**config.mk**
```make
export PLATFORM = sky130hd
export DESIGN_NAME = alu_seq_32bit
export DESIGN_NICKNAME = d
export VERILOG_FILES = /design/src/rtl/alu_seq_32bit.sv
export SDC_FILE = /design/constraint.sdc
export NUM_CORES = 1
export LEC_CHECK = 0
export ABC_CLOCK_PERIOD_IN_PS = 5900
export CAP_MARGIN = 5
export CORE_ASPECT_RATIO = 0.5
export CORE_MARGIN = 2
export CORE_UTILIZATION = 46
export DETAILED_ROUTE_END_ITERATION = 12
export PLACE_DENSITY = 0.8
export SLEW_MARGIN = 20
export SYNTH_ARGS = -nofsm -noshare
export SYNTH_HDL_FRONTEND = slang
export SYNTH_HIERARCHICAL = 1
export SYNTH_SLANG_ARGS = --single-unit
```
**constraint.sdc**
```tcl
create_clock -name clk -period 5.9 [get_ports clk]
set_input_delay 1.18 -clock clk [delete_from_list [all_inputs] [get_ports clk]]
set_output_delay 1.18 -clock clk [all_outputs]
set_load 0.005 [all_outputs]
```
**src/rtl/alu_seq_32bit.sv**
```systemverilog
// alu_seq_32bit
// Multi-cycle execute-stage ALU for the 32-bit MIPS datapath. Logic ops,
// ADD/SUB/SLT finish one cycle after accept. SLL/SRL shift one bit per
// cycle. The result and its zero/overflow flags are registered and held
// until the consumer takes them.
//
// Ports:
//   clk        rising-edge clock
//   rst_n      synchronous active-low reset
//   in_valid   operation request
//   in_ready   high when an operation can be accepted (IDLE, out of reset)
//   alu_op     000 AND, 001 OR, 010 XOR, 011 ADD, 100 SUB, 101 SLT,
//              110 SLL, 111 SRL
//   a, b       operands (a is the shift source, b unused for shifts)
//   shamt      shift amount (shifts only)
//   out_valid  result valid
//   out_ready  consumer accepts result
//   result     registered result
//   zero       registered result==0
//   overflow   registered signed overflow (ADD/SUB only)

// Bitwise AND built from gate primitives.
module and_32bit (
  input  logic [31:0] a,
  input  logic [31:0] b,
  output logic [31:0] y
);
  for (genvar i = 0; i < 32; i++) begin : g_bit
    and u_gate (y[i], a[i], b[i]);
  end
endmodule

// Bitwise OR built from gate primitives.
module or_32bit (
  input  logic [31:0] a,
  input  logic [31:0] b,
  output logic [31:0] y
);
  for (genvar i = 0; i < 32; i++) begin : g_bit
    or u_gate (y[i], a[i], b[i]);
  end
endmodule

// Bitwise XOR built from gate primitives.
module xor_32bit (
  input  logic [31:0] a,
  input  logic [31:0] b,
  output logic [31:0] y
);
  for (genvar i = 0; i < 32; i++) begin : g_bit
    xor u_gate (y[i], a[i], b[i]);
  end
endmodule

// 32-bit adder/subtractor. Subtraction is a + ~b + 1, so one overflow rule
// (operands agree in sign, sum disagrees) covers both ADD and SUB.
module addsub_32bit (
  input  logic [31:0] a,
  input  logic [31:0] b,
  input  logic        sub,
  output logic [31:0] sum,
  output logic        ovf
);
  logic [31:0] b_eff;

  assign b_eff = b ^ {32{sub}};
  assign sum   = a + b_eff + {31'b0, sub};
  assign ovf   = (a[31] == b_eff[31]) && (sum[31] != a[31]);
endmodule

module alu_seq_32bit (
  input  logic        clk,
  input  logic        rst_n,
  input  logic        in_valid,
  output logic        in_ready,
  input  logic [2:0]  alu_op,
  input  logic [31:0] a,
  input  logic [31:0] b,
  input  logic [4:0]  shamt,
  output logic        out_valid,
  input  logic        out_ready,
  output logic [31:0] result,
  output logic        zero,
  output logic        overflow
);

  typedef enum logic [1:0] {
    IDLE  = 2'd0,
    SHIFT = 2'd1,
    DONE  = 2'd2
  } state_t;

  localparam logic [2:0] OP_AND = 3'b000;
  localparam logic [2:0] OP_OR  = 3'b001;
  localparam logic [2:0] OP_XOR = 3'b010;
  localparam logic [2:0] OP_ADD = 3'b011;
  localparam logic [2:0] OP_SUB = 3'b100;
  localparam logic [2:0] OP_SLT = 3'b101;

  state_t      state;
  logic [31:0] shift_reg;
  logic [4:0]  count;
  logic        shift_right;

  logic [31:0] and_y;
  logic [31:0] or_y;
  logic [31:0] xor_y;
  logic [31:0] sum;
  logic        as_ovf;
  logic        do_sub;
  logic        is_shift;
  logic [31:0] op_result;
  logic        op_ovf;
  logic [31:0] shifted;

  and_32bit u_and (.a(a), .b(b), .y(and_y));
  or_32bit  u_or  (.a(a), .b(b), .y(or_y));
  xor_32bit u_xor (.a(a), .b(b), .y(xor_y));

  // SUB and SLT share the subtractor; only ADD adds.
  assign do_sub = (alu_op != OP_ADD);

  addsub_32bit u_addsub (
    .a   (a),
    .b   (b),
    .sub (do_sub),
    .sum (sum),
    .ovf (as_ovf)
  );

  assign is_shift  = alu_op[2] & alu_op[1];
  assign in_ready  = (state == IDLE) && rst_n;
  assign out_valid = (state == DONE);

  // Single-cycle result. The shift arm only matters for shamt==0, where the
  // result is the operand unchanged.
  always_comb begin
    op_result = a;
    op_ovf    = 1'b0;
    case (alu_op)
      OP_AND: op_result = and_y;
      OP_OR:  op_result = or_y;
      OP_XOR: op_result = xor_y;
      OP_ADD: begin
        op_result = sum;
        op_ovf    = as_ovf;
      end
      OP_SUB: begin
        op_result = sum;
        op_ovf    = as_ovf;
      end
      // Signed less-than must correct the sign bit when the subtract overflows.
      OP_SLT: op_result = {31'b0, sum[31] ^ as_ovf};
      default: op_result = a;
    endcase
  end

  // alu_op[0] selects SRL (1) or SLL (0); both zero fill.
  assign shifted = shift_right ? (shift_reg >> 1) : (shift_reg << 1);

  always_ff @(posedge clk) begin
    if (!rst_n) begin
      state       <= IDLE;
      result      <= '0;
      zero        <= 1'b0;
      overflow    <= 1'b0;
      shift_reg   <= '0;
      count       <= '0;
      shift_right <= 1'b0;
    end else begin
      case (state)
        IDLE: begin
          if (in_valid) begin
            if (is_shift && (shamt != 5'd0)) begin
              shift_reg   <= a;
              count       <= shamt;
              shift_right <= alu_op[0];
              state       <= SHIFT;
            end else begin
              result   <= op_result;
              zero     <= (op_result == 32'd0);
              overflow <= op_ovf;
              state    <= DONE;
            end
          end
        end
        SHIFT: begin
          shift_reg <= shifted;
          count     <= count - 5'd1;
          // count==1 means this edge performs the last bit of the shift.
          if (count == 5'd1) begin
            result   <= shifted;
            zero     <= (shifted == 32'd0);
            overflow <= 1'b0;
            state    <= DONE;
          end
        end
        DONE: begin
          if (out_ready) begin
            state <= IDLE;
          end
        end
        default: state <= IDLE;
      endcase
    end
  end

endmodule
```
* Word level (Yosys, flattened, before mapping)
Index checks and enable logic that the tools add are counted.
** Storage, ports and cells
- Bits in latches :: 0
- Bits in read-only memories :: 0
- Memories kept :: 0
- RAM bits :: 0
- Bits of input ports :: 76
- Output and inout bits :: 36
- Word-level logic and storage cells :: 165
- Flip-flop bits (word level) :: 74
** Operators by class
- $mul :: 0
- Eq/ne operators :: 16
- Div/mod/pow operators :: 0
- Mux-type cells :: 26
- Bitwise gates (word level) :: 99
- Magnitude comparators :: 0
- Add/sub/neg operators :: 3
- Reduce and logical (&&, ||, !) cells :: 14
- Shift-type cells :: 0
** Operators by type and width (count)
- $mux W32 :: 6
- $pmux W32 S5 :: 1
- $pmux W32 S2 :: 2
- $logic_not A32 Y1 :: 2
- $and A1 B1 Y1 :: 33
- $xor A1 B1 Y1 :: 33
- $add A32 B1 Y32 :: 1
- $add A32 B32 Y32 :: 1
- $or A1 B1 Y1 :: 32
- $xor A32 B32 Y32 :: 1
- $mux W5 :: 2
- $pmux W5 S2 :: 1
- $reduce_and A3 Y1 :: 3
- $mux W2 :: 4
- $mux W1 :: 7
- $eq A3 B2 Y1 const B :: 2
- $eq A3 B3 Y1 const B :: 2
- $ne A2 B2 Y1 const B :: 3
- $pmux W2 S3 :: 1
- $eq A5 B1 Y1 const B :: 1
- $reduce_bool A5 Y1 :: 1
- $sub A5 B1 Y5 const B :: 1
- $ne A2 B1 Y1 const B :: 2
- $pmux W1 S2 :: 2
- 12 further kinds :: 14

* Depth between registers and ports, before layout
Gate-level depths: netlist of run 1.
- Depth in word-level cells :: 12
- Gate-level depth with buffers :: 22
- Depth with buffers taken out :: 18

* Cells and area by module
Netlist of run 1, hierarchy kept.
** Modules (own cells, without submodules)
- alu_seq_32bit :: cells an instance 720, instances 1, area each 5412.7 um^2
- addsub_32bit :: cells an instance 288, instances 1, area each 2063.2 um^2
- xor_32bit :: cells an instance 32, instances 1, area each 280.3 um^2
- and_32bit :: cells an instance 32, instances 1, area each 200.2 um^2
- or_32bit :: cells an instance 32, instances 1, area each 200.2 um^2

* Worst setup path after synthesis of run 1
No wires, ideal clock.
- Path type :: input -> register
- Start point :: input port alu_op[1]
- End point :: register zero
- Setup time :: 76 ps
- Slack :: 806 ps
- Cell stages on the path :: 19
- Data arrival time :: 5018 ps
- Buffers on the path :: 4
- Cells stage by stage :: buf_6 -> buf_4 -> nand3b_1 -> buf_2 -> clkbuf_1 -> xor2_1 -> ha_1 -> nand4_1 -> o221a_4 -> a21o_1 -> or3_4 -> a2bb2oi_4 -> a21oi_2 -> xnor2_1 -> mux4_2 -> o21ai_0 -> and4b_1 -> nand4_1 -> o22ai_1
** On the way
- Elaborated cells between the ends (all ways) :: 24
- Those cells by class :: 2 x add/sub; 9 x eq/ne; 4 x mux; 3 x bitwise; 6 x reduce/logical
** RTL lines
- from (decl) :: RTL line 76 : input logic [2:0] alu_op,
- $ne A3 B2 Y1 (*) :: RTL line 121 : assign do_sub = (alu_op != OP_ADD);
- via do_sub :: RTL line 110 : logic do_sub;
- $xor A32 B32 Y32 :: RTL line 66 : assign b_eff = b ^ {32{sub}};
- $add A32 B32 Y32 :: RTL line 67 : assign sum = a + b_eff + {31'b0, sub};
- $add A32 B1 Y32 (*) :: RTL line 67
- via sum[29] :: RTL line 108 : logic [31:0] sum;
- $pmux W32 S5 (*) :: RTL line 140 : case (alu_op)
- $logic_not A32 Y1 (*) :: RTL line 181 : zero <= (op_result == 32'd0);
- $mux W1 (*) :: RTL line 174 : if (is_shift && (shamt != 5'd0)) begin
- $mux W1 (*) :: RTL line 173 : if (in_valid) begin
- $pmux W1 S2 (*) :: RTL line 171 : case (state)
- to (signal assigned) :: RTL line 181
- to (signal assigned) :: RTL line 193 : zero <= (shifted == 32'd0);
- to (decl) :: RTL line 83 : output logic zero,
The timed path passes the listed nets; every way through them passes the cells marked *. The select of a mux whose other input is x is not followed.
A chain may end at the register's enable or synchronous reset.

* Worst setup path in the final report of run 1
- Start point :: input port alu_op[0]
- End point :: register zero
The elaborated chain is that of the path after synthesis.

==> metrics.yaml, run 1 <==
status:
  status: "completed"
min_path:
  hold_start: "result[19]"
  hold_class: "reg -> reg"
routing:
  num_vias: 9012
  post_drt_via_cell_ratio: 6.46
  firstDrtPassIters: 7
  drc: 0
  dr.first_iter.drc_count: 1173
  antenna_left: 0
  wl_per_cell_um: 21.3
  routed_wl_um: 29700
worst_setup_path:
  arrival_ns: 5.38
  cp.required_ns: 6.15
  crit_path_end_kind: "flop"
  timing_worst_setup_path_type: "in -> reg"
  r2r-start: "state[1]"
  crit_path_start: "alu_op[0]"
  critPathLaunchType: "input pin"
  crit_fanout: 36
clock_tree:
  cts_hold_buf: 0
  cts_buffers: 9
  cts_root_buffer: "clkbuf_16"
  cts.repair.resized: 0
  clock-sinks: 74
  clk_pin_slew_worst_paths_ns: 0.06
  clock_path_buffers: 2
  postCtsSetupBuffers: 0
  htreeDepth: 3
  cts_tree: "done"
  clock_latency_ns: 0.33
pwr:
  p_clk_share_pct: 23.4
  powerDensity_nw_per_um2: 221
  p_sw_share_pct: 40.8
  power.switching_w: 0.000854
  p_comb_share_pct: 48.2
  seqPwrFrac_pct: 28.4
  p_leak_nw: 3.46
  p_int_w: 0.00124
  ir_worst_vdd_uv: 116
global_routing:
  antenna_found_initial: 0
  grt_pass1_vias: 7929
  grt_first_pass_wirelength_um: 45100
  overflow: 0
  grt_use_total_pct: 30.8
  grt_max_degree: 73
final_layout:
  drive_gt1_share_pct: 5.77
  syn_to_final_growth_pct: 16.3
  fillers: 1626
  n_antenna_cell: 0
  nets: 1266
  final_cells: 1395
  final_cell_area_um2: 9490
yosys:
  synth.ff_latch_count: 74
  synthTopCellsByArea: "dfxtp_1, a21oi_1, xor2_1"
  synth-edff-count: 0
  synth_area_leader_cell: "dfxtp_1"
  ys_types: 81
  synth.yosys.seq_area_share_pct: 18.2
  synthCells: 1104
  synth_top_area_share_pct: 18.2
  synth_common_cells: "a21oi_1, nand2_1, nor2_1"
  avgSynthCellArea_um2: 7.39
  syn_nets: 1213
  yosysMostFrequentCell: "a21oi_1"
  syn-cell-area_um2: 8160
  synth_flop_cell: "dfxtp_1"
  yosysWarnings: 6
  synthArstFlopShare_pct: 0
place:
  place_hpwl_um: 22500
  placedCellCount: 1380
  gp_congestion: 0.996
  pre_cts_slack_ns: 0.565
  place.port_buffers: 111
  dpl_cell_area_um2: 9230
floorplan:
  dieArea_um2: 18900
  io_pins: 112
  fp.coreArea_um2: 17400
  core.rowCount: 34
  die_h_um: 98.2
  initial_utilization_pct: 47.0
  chipWidth_um: 192
timing:
  setup_tns_ns: 0
  setup_viol: 0
  worstMarginPinSlew_ns: 0.883
  rsz0062_at_grt: "false"
  finalHoldViolations: 0
  min_period_ns: 5.12
  timing.final.crit_share_pct: 86.8
  slew_headroom_pct: 41.0
  timing.fmax_mhz: 195
  drv_slew: 0
  clock-skew-final_ns: 0.00642
  worst_slack_ns: 0.777
flow_run:
  drv_cap: 0
[path summary, 6_finish.rpt]
kind	end	slack, ns	cells after the start
worst max-delay path	zero	0.78	17
worst min-delay path	result[19]	0.46	2
worst max register to register	zero	3.12	7
worst min register to register	result[19]	0.46	2
[through the flow]
stage	power [W]	hold WS (ns)	util [%]
detailed placement	0.00157	0.447	53.2
floorplan	0.00124	0.448	-
finish	0.00209	0.456	54.7
global placement	0.00156	0.443	53.2
global route	0.00220	0.477	54.7
CTS	0.00206	0.455	54.7
[layout make-up]
class | count | area [um2] | share of cell area, %
multi-input combinational | 933 | 6180 | 65.1
sequential | 74 | 1480 | 15.6
clock inverter | 6 | 35.0 | 0.369
clock buffer | 9 | 225 | 2.37
inverter | 14 | 52.6 | 0.554
tap | 234 | 293 | 3.09
timing repair buffer | 125 | 1220 | 12.9
[cells by family after synthesis]
logic type | count (synthesis) | synth area share, %
simple gates | 403 | 25.0
mux | 44 | 5.86
compound gates | 358 | 29.4
buf+inv | 97 | 6.23
flops | 74 | 18.2
xor+xnor | 95 | 10.2
fa+ha+maj | 33 | 5.15
[power groups by stage]
| stage | Combinational (W) | Clock [W] | Sequential, W |
|---|---|---|---|
| floorplan | 0.000646 | 0 | 0.000590 |
| detailed placement | 0.000968 | 0 | 0.000604 |
| CTS | 0.000973 | 0.000493 | 0.000594 |
| global route | 0.00108 | 0.000516 | 0.000601 |
| finish | 0.00101 | 0.000489 | 0.000596 |
| global placement | 0.000958 | 0 | 0.000602 |
[cells in the final DEF, fill, tap and decap left out, types with 5 or more instances in the layout]
master           instances
a21oi_1                130
nand2_1                113
clkdlybuf4s50_1        110
nor2_1                  89
xor2_1                  74
dfxtp_1                 73
o21ai_0                 37
a211oi_1                35
or2_1                   34
and2_1                  33
mux2i_1                 32
ha_1                    32
o211ai_1                26
nor3_1                  23
xnor2_1                 21
nor2b_1                 20
o22ai_1                 16
nand4_1                 15
inv_1                   13
nand3_1                 13
a221oi_1                13
buf_4                   13
o21a_1                  12
nor4_1                  11
mux2_2                  10
a31oi_1                 10
nand2b_1                 9
or3_1                    9
clkbuf_16                9
a221o_1                  8
a211o_1                  7
a21o_1                   7
a22oi_1                  6
nand3b_1                 5
nor3b_1                  5
a22o_1                   5
a2111oi_0                5
[critical path: stages]
cell and delay, ns:
clkdlybuf4s50_1 0.49, nand3b_1 0.13, buf_12 0.22, xor2_1 0.19, ha_1 0.37, a21oi_1 0.32, o211a_1 0.25, nand2b_1 0.08
a2111oi_2 0.37, nor2_1 0.17, a211oi_2 0.28, xnor2_1 0.18, o41ai_1 0.42, nand4_1 0.15, nor4b_2 0.27, nand3_1 0.12
o22ai_1 0.17
[metal layers]
layer  up-vias  global-route usage [%]  wire (um)
met2       556                    42.6      12000
met1      4273                    47.1      13300
met4         0                    6.93        477
met5         -                       0          0
li1       4135                       -          -
met3        48                    7.37       3890
No activity file was read; power rests on OpenSTA's default activity.
==> run 2, diff against run 1 <==
--- a/config.mk
+++ b/config.mk
@@ -11,6 +11,7 @@
 export CORE_MARGIN = 2
 export CORE_UTILIZATION = 46
 export DETAILED_ROUTE_END_ITERATION = 12
+export GPL_ROUTABILITY_DRIVEN = 0
 export PLACE_DENSITY = 0.8
 export SLEW_MARGIN = 20
 export SYNTH_ARGS = -nofsm -noshare
==> run 2 against run 1 <==
Against the previous run:
- non-clock buffer count decreased by 2
- flip-flop and latch count unchanged
- cell area about the same
- final cell count unchanged
- highest routed layer unchanged
- routed wire length decreased by 3.3%
- largest cell class unchanged
- register-to-register slack got worse by 0.65 ns
- first-iteration DRC count increased by 5.0%
==> metrics.yaml, run 2 (synthesis gave the netlist of run 1 again) <==
timing:
  drv_slew: 0
  timing.fmax_mhz: 197
  slew_headroom_pct: 28.2
  hold-worst-slack_ns: 0.454
  rsz0062_at_grt: "false"
  worstMarginPinSlew_ns: 1.08
  min_period_ns: 5.09
  finalHoldViolations: 0
  clock-skew-final_ns: 0.00797
  setup_tns_ns: 0
  setup_viol: 0
  timing.final.crit_share_pct: 86.2
clock_tree:
  cts_tree: "done"
  cts_root_buffer: "clkbuf_16"
  clock_path_buffers: 2
  clock-sinks: 74
  clock_latency_ns: 0.33
  cts_hold_buf: 0
  cts_buffers: 9
  htreeDepth: 3
  clk_pin_slew_worst_paths_ns: 0.06
  cts.repair.resized: 0
  postCtsSetupBuffers: 0
floorplan:
  core.rowCount: 34
  die_h_um: 98.2
  io_pins: 112
  chipWidth_um: 192
  dieArea_um2: 18900
  fp.coreArea_um2: 17400
  initial_utilization_pct: 47.0
routing:
  antenna_left: 0
  wl_per_cell_um: 20.6
  post_drt_via_cell_ratio: 6.48
  routed_wl_um: 28700
  drc: 0
  dr.first_iter.drc_count: 1232
  firstDrtPassIters: 6
  num_vias: 9039
final_layout:
  seqCellArea_um2: 1480
  multiInputGateArea_um2: 6170
  nets: 1264
  layout_common_cells: "a21oi_1, nand2_1, clkdlybuf4s50_1"
  fillers: 1592
  final_cells: 1395
  syn_to_final_growth_pct: 16.3
  drive_gt1_share_pct: 5.69
  final_common_cell: "a21oi_1"
min_path:
  hold_class: "reg -> reg"
  whs_endpoint: "result[19]"
  hold_start: "result[19]"
  hold_depth: 2
worst_setup_path:
  crit_fanout: 36
  timing_worst_setup_path_type: "in -> reg"
  critPathLaunchType: "input pin"
  r2r-end: "zero"
  r2r_cells: 8
  cp.required_ns: 6.15
  r2r-start: "state[0]"
  crit_path_end_kind: "flop"
  rrSetupSlack_ns: 2.47
  arrival_ns: 5.34
global_routing:
  antenna_found_initial: 0
  met3_usage_pct: 6.87
  grt_max_degree: 73
  grt_first_pass_wirelength_um: 44400
  top_usage_layer: "met2"
  met2_usage_pct: 45.5
  use_met1_pct: 41.6
  grt_pass1_vias: 8171
  grt_use_total_pct: 29.8
  overflow: 0
place:
  placedCellCount: 1378
  place_hpwl_um: 21200
  place.port_buffers: 111
status:
  status: "completed"
pwr:
  powerDensity_nw_per_um2: 220
  p_leak_nw: 3.45
  totalPowerFinal_w: 0.00209
  ir_worst_vdd_uv: 129
flow_run:
  drv_cap: 0
-- run 2: report_power, final --
group / internal, W / total [W] / switching (W)
logic: 0.000410 / 0.000985 / 0.000574
registers: 0.000549 / 0.000599 / 0.0000499
clock network: 0.000283 / 0.000502 / 0.000219
-- run 2: cell type report --
| cell class | count | area share, % |
|---|---|---|
| Multi-Input combinational cell | 933 | 65.1 |
| Sequential cell | 74 | 15.6 |
| Timing Repair Buffer | 123 | 12.7 |
| Tap cell | 234 | 3.09 |
| Clock buffer | 9 | 2.37 |
| Inverter | 14 | 0.554 |
| Clock inverter | 7 | 0.488 |
| Antenna cell | 1 | 0.0264 |
-- run 2: through the flow --
stage	instance area [um2]	worst slack [ns]	utilization, %
CTS	9480	0.915	54.6
detailed placement	9210	0.576	53.1
floorplan	8160	0.806	-
finish	9490	0.814	54.6
global route	9480	0.479	54.6
global placement	9210	0.631	53.1
-- run 2: worst max-delay path by stage --
stage          depth (start not counted)       from         end  slack (ns)
6_report                              19  alu_op[2]        zero        0.81
5_1_grt                               17  alu_op[2]        zero        0.48
4_1_cts                               19  alu_op[2]        zero        0.91
3_5_place_dp                          19  alu_op[2]        zero        0.58
3_3_place_gp                          19  alu_op[2]  result[20]        0.63
2_1_floorplan                         19  alu_op[1]        zero        0.81
-- run 2: critical path, cell delays in order --
cell and delay (ns):
clkdlybuf4s50_1 0.47, nand3b_1 0.15, buf_12 0.27, xor2_1 0.22, inv_1 0.08, fa_1 0.42, nor2b_1 0.19, o2111ai_1 0.16
nand2_1 0.21, a31oi_1 0.15, o21ai_0 0.23, xor2_1 0.12, mux2i_1 0.15, o22ai_1 0.10, a221oi_1 0.42, nand3_1 0.22
nor4b_2 0.28, nand3_1 0.12, o22ai_1 0.17
-- run 2: metal layers --
metal	vias up	wire, um
met2	590	12500
met4	0	677
li1	4137	-
met3	96	3480
met5	-	0
met1	4216	12100
